$ cat config.mk
export PLATFORM = sky130hd
export DESIGN_NAME = pci_bus_arbiter_flat
export DESIGN_NICKNAME = d
export VERILOG_FILES = /design/src/rtl/pci_bus_arbiter_if.sv /design/src/rtl/pci_bus_arbiter.sv /design/src/flat_wrapper.sv
export SDC_FILE = /design/constraint.sdc
export NUM_CORES = 1
export LEC_CHECK = 0
export CORE_UTILIZATION = 55
export CTS_BUF_LIST = sky130_fd_sc_hd__clkbuf_8
export CTS_CLUSTER_SIZE = 8
export DETAILED_ROUTE_END_ITERATION = 12
export HOLD_SLACK_MARGIN = 0.06
export PLACE_DENSITY = 0.89
export SLEW_MARGIN = 20
export SYNTH_ARGS = -nofsm -noshare
export SYNTH_HDL_FRONTEND = slang
export SYNTH_SLANG_ARGS = --single-unit
$ cat constraint.sdc
create_clock -name clk -period 2.7 [get_ports clk]
set_clock_uncertainty 0.05 [all_clocks]
set_input_delay 0.54 -clock clk [delete_from_list [all_inputs] [get_ports clk]]
set_output_delay 0.54 -clock clk [all_outputs]
set_load 0.005 [all_outputs]
$ cat src/rtl/pci_bus_arbiter_if.sv
// Request/grant and bus-phase signals shared between the PCI initiators and the central arbiter.
// The master modport is the initiator side; the slave modport is the arbiter side.
interface pci_bus_arbiter_if #(
    parameter int unsigned N_MASTERS = 4
);
    localparam int unsigned OW = (N_MASTERS > 1) ? $clog2(N_MASTERS) : 1;

    logic [N_MASTERS-1:0] req_n;
    logic                 frame_n;
    logic                 irdy_n;
    logic [N_MASTERS-1:0] gnt_n;
    logic [OW-1:0]        owner;
    logic                 bus_busy;
    logic                 timeout;

    modport master (
        output req_n, frame_n, irdy_n,
        input  gnt_n, owner, bus_busy, timeout
    );

    modport slave (
        input  req_n, frame_n, irdy_n,
        output gnt_n, owner, bus_busy, timeout
    );
endinterface

$ cat src/rtl/pci_bus_arbiter.sv
// Central round-robin PCI bus arbiter: one-cycle turnaround between owners, reclaim of
// unused grants, optional parking on a default master.
module pci_bus_arbiter #(
    parameter int unsigned N_MASTERS   = 4,
    parameter int unsigned GNT_TIMEOUT = 16,
    parameter bit          PARK_EN     = 1'b1,
    parameter int unsigned PARK_ID     = 0
) (
    input logic              clk,
    input logic              rst_n,
    pci_bus_arbiter_if.slave bus
);
    localparam int unsigned OW = (N_MASTERS > 1) ? $clog2(N_MASTERS) : 1;
    localparam int unsigned TW = $clog2(GNT_TIMEOUT) + 1;

    typedef enum logic [1:0] {StIdle, StGrant, StBusy, StTurn} state_e;

    state_e               state_q, state_d;
    logic [N_MASTERS-1:0] gnt_n_q, gnt_n_d;
    logic [OW-1:0]        owner_q, owner_d;
    logic [OW-1:0]        last_q, last_d;
    logic [TW-1:0]        tcnt_q, tcnt_d;
    logic                 bus_busy_q, bus_busy_d;
    logic                 timeout_q, timeout_d;

    logic [OW-1:0]        winner;
    logic [OW-1:0]        idx;
    logic                 win_found;
    logic                 any_req;
    logic                 bus_idle;
    logic                 owner_req;
    logic                 others_req;
    logic                 parked;
    logic [N_MASTERS-1:0] owner_mask;

    assign any_req    = |(~bus.req_n);
    assign bus_idle   = bus.frame_n & bus.irdy_n;
    assign owner_req  = ~bus.req_n[owner_q];
    assign owner_mask = N_MASTERS'(1) << owner_q;
    assign others_req = |(~bus.req_n & ~owner_mask);
    assign parked     = (state_q == StIdle) && PARK_EN && !gnt_n_q[PARK_ID];

    // Round-robin search starting just after the most recent winner.
    always_comb begin
        winner    = '0;
        idx       = '0;
        win_found = 1'b0;
        for (int unsigned i = 1; i <= N_MASTERS; i++) begin
            idx = OW'((32'(last_q) + i) % N_MASTERS);
            if (!win_found && !bus.req_n[idx]) begin
                winner    = idx;
                win_found = 1'b1;
            end
        end
    end

    always_comb begin
        state_d   = state_q;
        gnt_n_d   = gnt_n_q;
        owner_d   = owner_q;
        last_d    = last_q;
        tcnt_d    = tcnt_q;
        timeout_d = 1'b0;

        unique case (state_q)
            StIdle, StTurn: begin
                if (!bus.frame_n) begin
                    // Parked master starting a cycle, or a protocol error: no new grant.
                    state_d = StBusy;
                    if (parked) begin
                        owner_d = OW'(PARK_ID);
                    end else begin
                        gnt_n_d = '1;
                    end
                end else if (any_req) begin
                    state_d = StGrant;
                    gnt_n_d = ~(N_MASTERS'(1) << winner);
                    owner_d = winner;
                    last_d  = winner;
                    tcnt_d  = '0;
                end else if (PARK_EN) begin
                    state_d = StIdle;
                    gnt_n_d = ~(N_MASTERS'(1) << PARK_ID);
                    owner_d = OW'(PARK_ID);
                end else begin
                    state_d = StIdle;
                    gnt_n_d = '1;
                end
            end
            StGrant: begin
                if (!bus.frame_n) begin
                    state_d = StBusy;
                end else if (!owner_req) begin
                    state_d = StTurn;
                    gnt_n_d = '1;
                end else if (tcnt_q >= TW'(GNT_TIMEOUT - 1)) begin
                    state_d   = StTurn;
                    gnt_n_d   = '1;
                    timeout_d = 1'b1;
                end else begin
                    tcnt_d = tcnt_q + TW'(1);
                end
            end
            StBusy: begin
                if (bus_idle) begin
                    state_d = StTurn;
                    gnt_n_d = '1;
                end else if (!owner_req && others_req) begin
                    gnt_n_d = '1;
                end
            end
            default: begin
                state_d = StIdle;
                gnt_n_d = '1;
            end
        endcase

        bus_busy_d = (state_d == StBusy);
    end

    always_ff @(posedge clk or negedge rst_n) begin
        if (!rst_n) begin
            state_q    <= StIdle;
            gnt_n_q    <= '1;
            owner_q    <= '0;
            last_q     <= OW'(N_MASTERS - 1);
            tcnt_q     <= '0;
            bus_busy_q <= 1'b0;
            timeout_q  <= 1'b0;
        end else begin
            state_q    <= state_d;
            gnt_n_q    <= gnt_n_d;
            owner_q    <= owner_d;
            last_q     <= last_d;
            tcnt_q     <= tcnt_d;
            bus_busy_q <= bus_busy_d;
            timeout_q  <= timeout_d;
        end
    end

    assign bus.gnt_n    = gnt_n_q;
    assign bus.owner    = owner_q;
    assign bus.bus_busy = bus_busy_q;
    assign bus.timeout  = timeout_q;
endmodule

$ cat src/flat_wrapper.sv
// flat-port wrapper written by rule: the top's interface ports become plain ports
module pci_bus_arbiter_flat 
#(
    parameter int unsigned N_MASTERS   = 4,
    parameter int unsigned GNT_TIMEOUT = 16,
    parameter bit          PARK_EN     = 1'b1,
    parameter int unsigned PARK_ID     = 0
)
  (clk, rst_n, bus_req_n, bus_frame_n, bus_irdy_n, bus_gnt_n, bus_owner, bus_bus_busy, bus_timeout);
  pci_bus_arbiter_if #(.N_MASTERS(N_MASTERS)) bus_i ();
  input logic clk;
  input logic rst_n;
  input wire logic [$bits(bus_i.req_n)-1:0] bus_req_n;
  input wire logic [$bits(bus_i.frame_n)-1:0] bus_frame_n;
  input wire logic [$bits(bus_i.irdy_n)-1:0] bus_irdy_n;
  output wire logic [$bits(bus_i.gnt_n)-1:0] bus_gnt_n;
  output wire logic [$bits(bus_i.owner)-1:0] bus_owner;
  output wire logic [$bits(bus_i.bus_busy)-1:0] bus_bus_busy;
  output wire logic [$bits(bus_i.timeout)-1:0] bus_timeout;
  assign bus_i.req_n = bus_req_n;
  assign bus_i.frame_n = bus_frame_n;
  assign bus_i.irdy_n = bus_irdy_n;
  assign bus_gnt_n = bus_i.gnt_n;
  assign bus_owner = bus_i.owner;
  assign bus_bus_busy = bus_i.bus_busy;
  assign bus_timeout = bus_i.timeout;
  pci_bus_arbiter #(.N_MASTERS(N_MASTERS), .GNT_TIMEOUT(GNT_TIMEOUT), .PARK_EN(PARK_EN), .PARK_ID(PARK_ID)) u_core (.clk(clk), .rst_n(rst_n), .bus(bus_i));
endmodule
* Word level (Yosys, flattened, before mapping)
Index checks and enable logic that the tools add are counted.
Storage, ports and cells: register bits after elaboration 17, input bits 8, output and inout bits 8, word-level logic and storage cells 104
Cells by class: add/subtract/negate cells 5, $lt $le $gt $ge 6, equality and inequality tests 12, shift operators 2, mux-type cells 46, bitwise logic cells 5, reduce and logical (&&, ||, !) cells 21
Operators by type and width (number):
- 4-bit 2-to-1 mux | 8
- 5-bit 2-to-1 mux | 5
- 2-bit 2-to-1 mux | 12
- 2-bit by 3-bit < comparator with 1-bit output (second input constant) | 5
- 1-bit 2-to-1 mux | 13
- 4-bit inverter | 3
- 4-bit case mux with 3 select lines | 1
- 1-bit binary-select mux with 2-bit select | 5
- 5-bit case mux with 2 select lines | 1
- 2-bit != test (second input constant) | 4
- 4-bit OR reduction | 2
- 1-bit by 2-bit left shift with 4-bit output (first input constant) | 2
- 2-bit equality test (second input constant) | 3
- 1-bit zero test | 6
- 3-bit by 1-bit != test with 1-bit output (second input constant) | 2
- 2-bit case mux with 3 select lines | 1
- 6-bit AND reduction | 1
- 5-bit by 1-bit adder with 5-bit output (second input constant) | 1
- 5-bit by 4-bit >= comparator with 1-bit output (second input constant) | 1
- 1-bit logical AND | 5
- 2-bit by 1-bit adder with 2-bit output (second input constant) | 2
- 2-bit adder (second input constant) | 2
- 4-bit AND | 1
- 4-bit AND reduction | 1
- other kinds (9) | 10

* Logic depth before layout (Yosys ltp)
Gate-level depths: netlist (run 1).
depth in word-level cells 17, depth in mapped cells 8, depth with buffers taken out 7

* Worst setup path after synthesis (run 1)
Ideal clock, no wire load.
kind flip-flop to flip-flop, start point reg u_core.tcnt_q[0], end point reg u_core.tcnt_q[2], library setup time 0.119 ns, data arrival time 2.161 ns, data required time 2.531 ns, setup slack 0.370 ns, cell stages (with the launch flop) 9, path buffers 1, period minus slack after synthesis 2.330 ns, cells stage by stage dfrtp_1 ha_1 and3_1 ha_1 or2_2 or3_1 buf_6 o311ai_2 a21bo_1
On the way: cells in the longest elaborated chain, start to end 5, elaborated cells on any way between the ends 8, those cells by class 1 x add/sub; 1 x order compare; 1 x eq/ne; 4 x mux; 1 x reduce/logical
Ends and longest elaborated chain:
- from (decl) | RTL line pci_bus_arbiter.sv:22 | logic [TW-1:0] tcnt_q, tcnt_d;
- from (signal assigned) | RTL line pci_bus_arbiter.sv:135 | tcnt_q <= tcnt_d;
- 5-bit by 1-bit adder with 5-bit output | RTL line pci_bus_arbiter.sv:101 | tcnt_d = tcnt_q + TW'(1);
- 5-bit 2-to-1 mux | RTL line pci_bus_arbiter.sv:96 | end else if (tcnt_q >= TW'(GNT_TIMEOUT - 1)) begin
- 5-bit 2-to-1 mux | RTL line pci_bus_arbiter.sv:93 | end else if (!owner_req) begin
- 5-bit 2-to-1 mux | RTL line pci_bus_arbiter.sv:91 | if (!bus.frame_n) begin
- 5-bit case mux with 2 select lines | RTL line pci_bus_arbiter.sv:65 | unique case (state_q)
Parallel ways exist; a longest one is shown, timed or not. The select of a mux whose other input is x is not followed. A chain may end at the register's enable or synchronous reset.

* Final worst setup path (run 1)
Ends and elaborated chain as after synthesis.

==> results.json, run 1 <==
{
  "dieHeight_um": 45.56,
  "post_cts_buffers": 0,
  "yosys-top-cells-area": "dfrtp_1, dfstp_2, ha_1, nand2_1, inv_1",
  "min_period_over_period_pct": 90.56,
  "fmax_ghz": 0.4090,
  "setup_violations": 0,
  "cp_common_cell": "ha_1",
  "cts_made_buffers": 3,
  "path_clk_slew_ns": 0.06,
  "regToRegSetupSlack_ns": 0.25,
  "max_slew_margin_pct": 50.18,
  "initial_core_util_pct": 59.78,
  "ys.flop_type": "dfrtp_1",
  "syn_nets": 114,
  "cp.arrival_ns": 2.54,
  "die_w_um": 45.56,
  "ant_nets": 0,
  "synth_async_sr_flop_share_pct": 100.0,
  "rsz0062_at_grt": "no",
  "finalHoldViolations": 0,
  "grt_overflow": 0,
  "dp.cells": 144,
  "cts_resized": 0,
  "antenna_found_initial": 0,
  "holdWs_ns": 0.4558,
  "slowest_delay_ns": 0.48,
  "yosysTopAreaCellShare_pct": 26.38,
  "routabilityCongestion": 0.9010,
  "period_minus_slack_ns": 2.445,
  "post-route-util_pct": 74.12,
  "status": "completed",
  "area_delta_synth_final_pct": 23.98,
  "cts-hold-fix-buffers": 0,
  "yosysWarnings": 0,
  "hold_path_class": "reg2reg",
  "synth_cells": 101,
  "clockRootBuffer": "clkbuf_8",
  "io_buffers": 15,
  "wire_per_inst_um": 15.72,
  "fin_cells": 148,
  "synth_edf_count": 0,
  "viasPerCell": 5.986,
  "drt_first_pass_iters": 4,
  "worstMarginPinSlew_ns": 0.7450,
  "critPathSlowestCell": "or3_1",
  "dieArea_um2": 2075,
  "ys_types": 45,
  "maxCapViolCount": 0,
  "cts_max_level": 1,
  "cts_tree": "built",
  "yosysTopAreaCell": "dfrtp_1",
  "multi_input_area_um2": 569.3,
  "clock_latency_ns": 0.25,
  "regArea_um2": 432.9,
  "fin_setup_tns_ns": 0,
  "grt_pass1_wl_um": 3829,
  "irDropWorstVdd_mv": 0.6937,
  "cp-start-kind": "flop",
  "grt_pass1_vias": 889,
  "seq_area_frac_synth_pct": 41.49,
  "track_usage_pct": 26.54,
  "diodes": 0,
  "ioPinCount": 16,
  "avgSynthCellArea_um2": 10.33,
  "hpwl_um": 1729,
  "rows": 15,
  "synth_seq_cells": 17,
  "critical_path_required_ns": 2.80,
  "coreArea_um2": 1745,
  "p_leak_nw": 0.5741,
  "crit_fanout": 6,
  "power_density_nw_per_um2": 968.4,
  "drc": 0,
  "nFillCells": 122,
  "slew_violations": 0,
  "vias": 886,
  "clkSinkCount": 17,
  "fin_nets": 137,
  "crit_type": "reg2reg",
  "cp-end-kind": "flop",
  "dr.first_iter.drc_count": 27,
  "drive_gt1_share_pct": 24.39,
  "wirelength_um": 2327,
  "clock_path_buffers": 2,
  "grt_max_degree": 18,
  "worstPathCellList": "ha_1 > and3_1 > ha_1 > or2_2 > or3_1 > o311ai_2 > a21bo_1",
  "synth_area_um2": 1044
}
## per-stage QoR
step	cell area, um2	power, mW	worst slack (ns)
after floorplan	1044	0.8553	0.3700
after global placement	1247	1.026	0.04706
after detailed placement	1247	1.047	0.02297
after CTS	1294	1.246	0.2481
after global routing	1294	1.337	0.1536
final	1294	1.253	0.2548
## report_power, final
group | total, mW | internal, mW | switching (mW)
Sequential | 0.427 | 0.359 | 0.0674
Combinational | 0.635 | 0.306 | 0.329
Clock | 0.192 | 0.102 | 0.0891
Total | 1.25 | 0.768 | 0.485
## kinds of logic after synthesis
kind of cell / count (synthesis) / synth area share, %
AO/OA/AOI/OAI: 29 / 22.54
adder cells (fa/ha/maj): 5 / 5.995
AND/OR/NAND/NOR: 38 / 21.70
flip-flops: 17 / 41.49
buffers and inverters: 9 / 3.957
multiplexers: 3 / 4.316
## synth_stat cells (all sizes together) (2+ instances only)
cell type,n
dfrtp,11
nand2,10
inv,7
dfstp,6
ha,5
a21o,4
a21oi,4
nor2,4
nor3,4
and3,3
nor2b,3
a2bb2oi,2
a31oi,2
and2,2
mux2,2
nand3,2
nand4,2
o21ai,2
o32a,2
o41ai,2
## critical path: cells and delay by family (launching register included)
kind / cells / cell delay, ns
AOI/OAI and AO/OA: 2 / 0.50
adders and majority gates: 2 / 0.40
DFF: 1 / 0.41
and+or+nand+nor: 3 / 0.97
## final timing paths
check                      cells past startpoint             endpoint        startpoint
setup reg to reg                               7     u_core.tcnt_q[2]  u_core.tcnt_q[0]
hold / removal                                 2     u_core.tcnt_q[3]  u_core.tcnt_q[3]
setup / recovery                               7     u_core.tcnt_q[2]  u_core.tcnt_q[0]
min in group asynchronous                      1  u_core.bus.owner[1]             rst_n
max in group asynchronous                      1     u_core.tcnt_q[2]             rst_n
hold reg to reg                                2     u_core.tcnt_q[3]  u_core.tcnt_q[3]
## layout make-up
| type | count | share of cell area [%] |
|---|---|---|
| multi-input combinational | 75 | 44.00 |
| sequential | 17 | 33.46 |
| timing repair buffer | 20 | 14.51 |
| clock buffer | 3 | 3.191 |
| tap | 25 | 2.418 |
| inverter | 7 | 2.031 |
| clock inverter | 1 | 0.3868 |
## registers in the layout (all words and copies together), names as in the netlist
signal / cells
u_core.tcnt_q: 5
u_core.bus.bus_busy: 1
u_core.bus.owner: 2
u_core.last_q: 2
u_core.bus.gnt_n: 4
u_core.state_q: 2
u_core.bus.timeout: 1
## placed cells by master (no fill, tap or decap), drive strengths merged, types with 3 or more instances in the layout
cell type      synthesis  routed
ha                     5       5
dfrtp                 11      11
inv                    7       7
nor3                   4       4
buf                    1       5
a21o                   4       4
clkdlybuf4s50          0      15
nand2                 10      10
and3                   3       3
a21oi                  4       4
clkbuf                 1       3
dfstp                  6       6
nor2                   4       4
nor2b                  3       3
## layer usage
metal  up-vias  wire [um]  GRT usage [%]  part of all wire, %
li1        420          -              -                    -
met1       438        977          28.79                   42
met2        21       1212          48.57                   52
met3         7         75          4.762                  3.2
met4         0         61          13.33                  2.6
met5         -          0              0                    0
No activity file was read; power rests on OpenSTA's default activity.
==> run 2: changes to the inputs <==
- ABC_AREA: not set -> 1
- CORE_UTILIZATION: 55 -> 57
- PLACE_DENSITY: 0.89 -> 0.9
==> run 2 against run 1 <==
Non-clock buffer count fell by 5. Clock power hardly changed. Register-to-register slack gained 0.47 ns. Die area rose by 19%. Highest routed layer unchanged. Flip-flop and latch count stayed put. Maximum frequency grew 21%.
==> results.json, run 2 <==
{
  "hold_path_class": "reg2reg",
  "coreArea_um2": 2042,
  "path_clk_slew_ns": 0.07,
  "cp_top_family": "buffers and inverters",
  "io_buffers": 15,
  "fin_cells": 239,
  "dieArea_um2": 2467,
  "avgSynthCellArea_um2": 6.641,
  "yosysMostFrequentCell": "nand2_1",
  "rsz0062_at_grt": "no",
  "cts_resized": 0,
  "synth_seq_cells": 17,
  "synth_common_cells": "nand2_1, inv_1, o21ai_0",
  "finalHoldViolations": 0,
  "placed_area_um2": 1464,
  "status": "completed",
  "cp_common_cell": "nand2_1",
  "p_leak_nw": 0.7916,
  "fin_nets": 226,
  "yosysTopAreaCellShare_pct": 21.26,
  "drive_gt1_share_pct": 15.09,
  "clock_path_buffers": 2,
  "critPathBufInv": 3,
  "ys_types": 25,
  "viasPerCell": 5.347,
  "largest_reg_flops": 5,
  "critPathSlowestCell": "clkdlybuf4s50_1",
  "cts-hold-fix-buffers": 0,
  "r2r-end": "u_core.bus.gnt_n[1]",
  "synth_async_sr_flop_share_pct": 100.0,
  "wire_per_inst_um": 11.51,
  "yosys-top-cells-area": "dfrtp_1, nand2_1, dfstp_2, inv_1, o21ai_0",
  "die_w_um": 49.67,
  "diodes": 0,
  "dp.cells": 235,
  "grt_pass1_wl_um": 4912,
  "grt_overflow": 0,
  "crit_start": "bus_req_n[0]",
  "timing.rr.start": "u_core.tcnt_q[0]",
  "cts_tree": "built",
  "worstPathCellList": "clkdlybuf4s50_1 > inv_1 > o21ai_0 > nand2_1 > nand2_1 > o21ai_0 > nand2_1 > nand3_2 > inv_2 > nand2_1 > nor2_1 > nor2_1",
  "cts_max_level": 1,
  "post-route-util_pct": 73.90,
  "holdWs_ns": 0.4742,
  "dieHeight_um": 49.67,
  "post_cts_buffers": 0,
  "max_slew_margin_pct": 50.73,
  "power_mw": 1.686,
  "area_delta_synth_final_pct": 16.52,
  "irDropWorstVdd_mv": 0.8088,
  "clock_latency_ns": 0.26,
  "crit_type": "in2reg",
  "crit_fanout": 5,
  "r2r_cells": 13,
  "yosysWarnings": 0,
  "cp-end-kind": "flop",
  "cp-start-kind": "input pin",
  "power_density_nw_per_um2": 1117,
  "ioPinCount": 16,
  "dr.first_iter.drc_count": 56,
  "regToRegSetupSlack_ns": 0.72,
  "synth_area_um2": 1295,
  "pre_cts_ws_ns": 0.4089,
  "synth_cells": 195,
  "rows": 16,
  "fin_setup_tns_ns": 0,
  "worstMarginPinSlew_ns": 0.7367,
  "clkSinkCount": 17,
  "layout_commonest_cell": "nand2_1",
  "setup_violations": 0,
  "cts_made_buffers": 3,
  "endpoint": "u_core.bus.gnt_n[1]",
  "vias": 1278,
  "crit_cells": 12,
  "critical_path_required_ns": 2.85,
  "wirelength_um": 2752,
  "syn_nets": 208,
  "slew_violations": 0,
  "hpwl_um": 2100,
  "track_usage_pct": 25.65,
  "synth_edf_count": 0,
  "slowest_delay_ns": 0.54,
  "antenna_found_initial": 0,
  "initial_core_util_pct": 63.42,
  "yosysTopAreaCell": "dfrtp_1",
  "grt_max_degree": 18,
  "cp.arrival_ns": 2.17,
  "hold_path_depth": 2,
  "ys.flop_type": "dfrtp_1",
  "ant_nets": 0,
  "fmax_ghz": 0.4930,
  "clockRootBuffer": "clkbuf_8",
  "maxCapViolCount": 0,
  "regMostFlops": "u_core.tcnt_q",
  "routabilityCongestion": 0.9247,
  "grt_pass1_vias": 1249,
  "seq_area_frac_synth_pct": 33.43,
  "period_minus_slack_ns": 2.029,
  "drt_first_pass_iters": 4,
  "final_cell_mix": "nand2_1, inv_1, clkdlybuf4s50_1",
  "min_period_over_period_pct": 75.13,
  "final_cell_area_um2": 1509,
  "drc": 0,
  "setup_slack_ns": 0.6714
}
==> run 2: cell types whose count changed after synthesis, sizes merged, moves of 4 or more <==
cell,delta
o21ai,+17
a21o,-4
nand3,+11
nand2,+66
inv,+26
nor2,+10
==> run 2: per-layer routing <==
metal / track usage (%) / part of all wire (%)
met4: 6.667 / 0.91
met5: 0 / 0
met3: 3.704 / 5.7
met1: 31.10 / 43
met2: 46.85 / 50
==> run 2: power by group <==
| part | total, mW | switching [mW] | leakage, nW | internal (mW) |
|---|---|---|---|---|
| registers | 0.472 | 0.0982 | 0.208 | 0.374 |
| clock network | 0.190 | 0.0891 | 0.0269 | 0.101 |
| logic | 1.02 | 0.646 | 0.557 | 0.378 |
==> run 2: kinds of logic after synthesis <==
family                   synth area share (%)
AO/OA/AOI/OAI                           13.14
flip-flops                              33.43
adder cells (fa/ha/maj)                 4.831
AND/OR/NAND/NOR                         37.87
buffers and inverters                   10.72
==> run 2: area by class of cell <==
cell class / count / area, um2
Clock buffer: 3 / 41.29
Timing Repair Buffer: 15 / 150.1
Multi-Input combinational cell: 143 / 723.2
Clock inverter: 1 / 3.754
Inverter: 33 / 123.9
Fill cell: 163 / 533.0
Tap cell: 27 / 33.78
Sequential cell: 17 / 432.9
==> run 2: how the worst min path moves through the flow <==
stage / to / from
2_1_floorplan: u_core.bus.bus_busy / rst_n
3_3_place_gp: u_core.tcnt_q[1] / u_core.tcnt_q[1]
3_5_place_dp: u_core.bus.gnt_n[1] / u_core.bus.gnt_n[1]
4_1_cts: u_core.tcnt_q[1] / u_core.tcnt_q[1]
5_1_grt: u_core.tcnt_q[0] / u_core.tcnt_q[0]
6_report: u_core.tcnt_q[1] / u_core.tcnt_q[1]
==> run 2: worst min-delay path, delay by kind of cell (launching register included) <==
| kind | cells | cell delay [ns] |
|---|---|---|
| AO/OA/AOI/OAI | 1 | 0.06 |
| flip-flops | 1 | 0.37 |
| AND/OR/NAND/NOR | 1 | 0.06 |
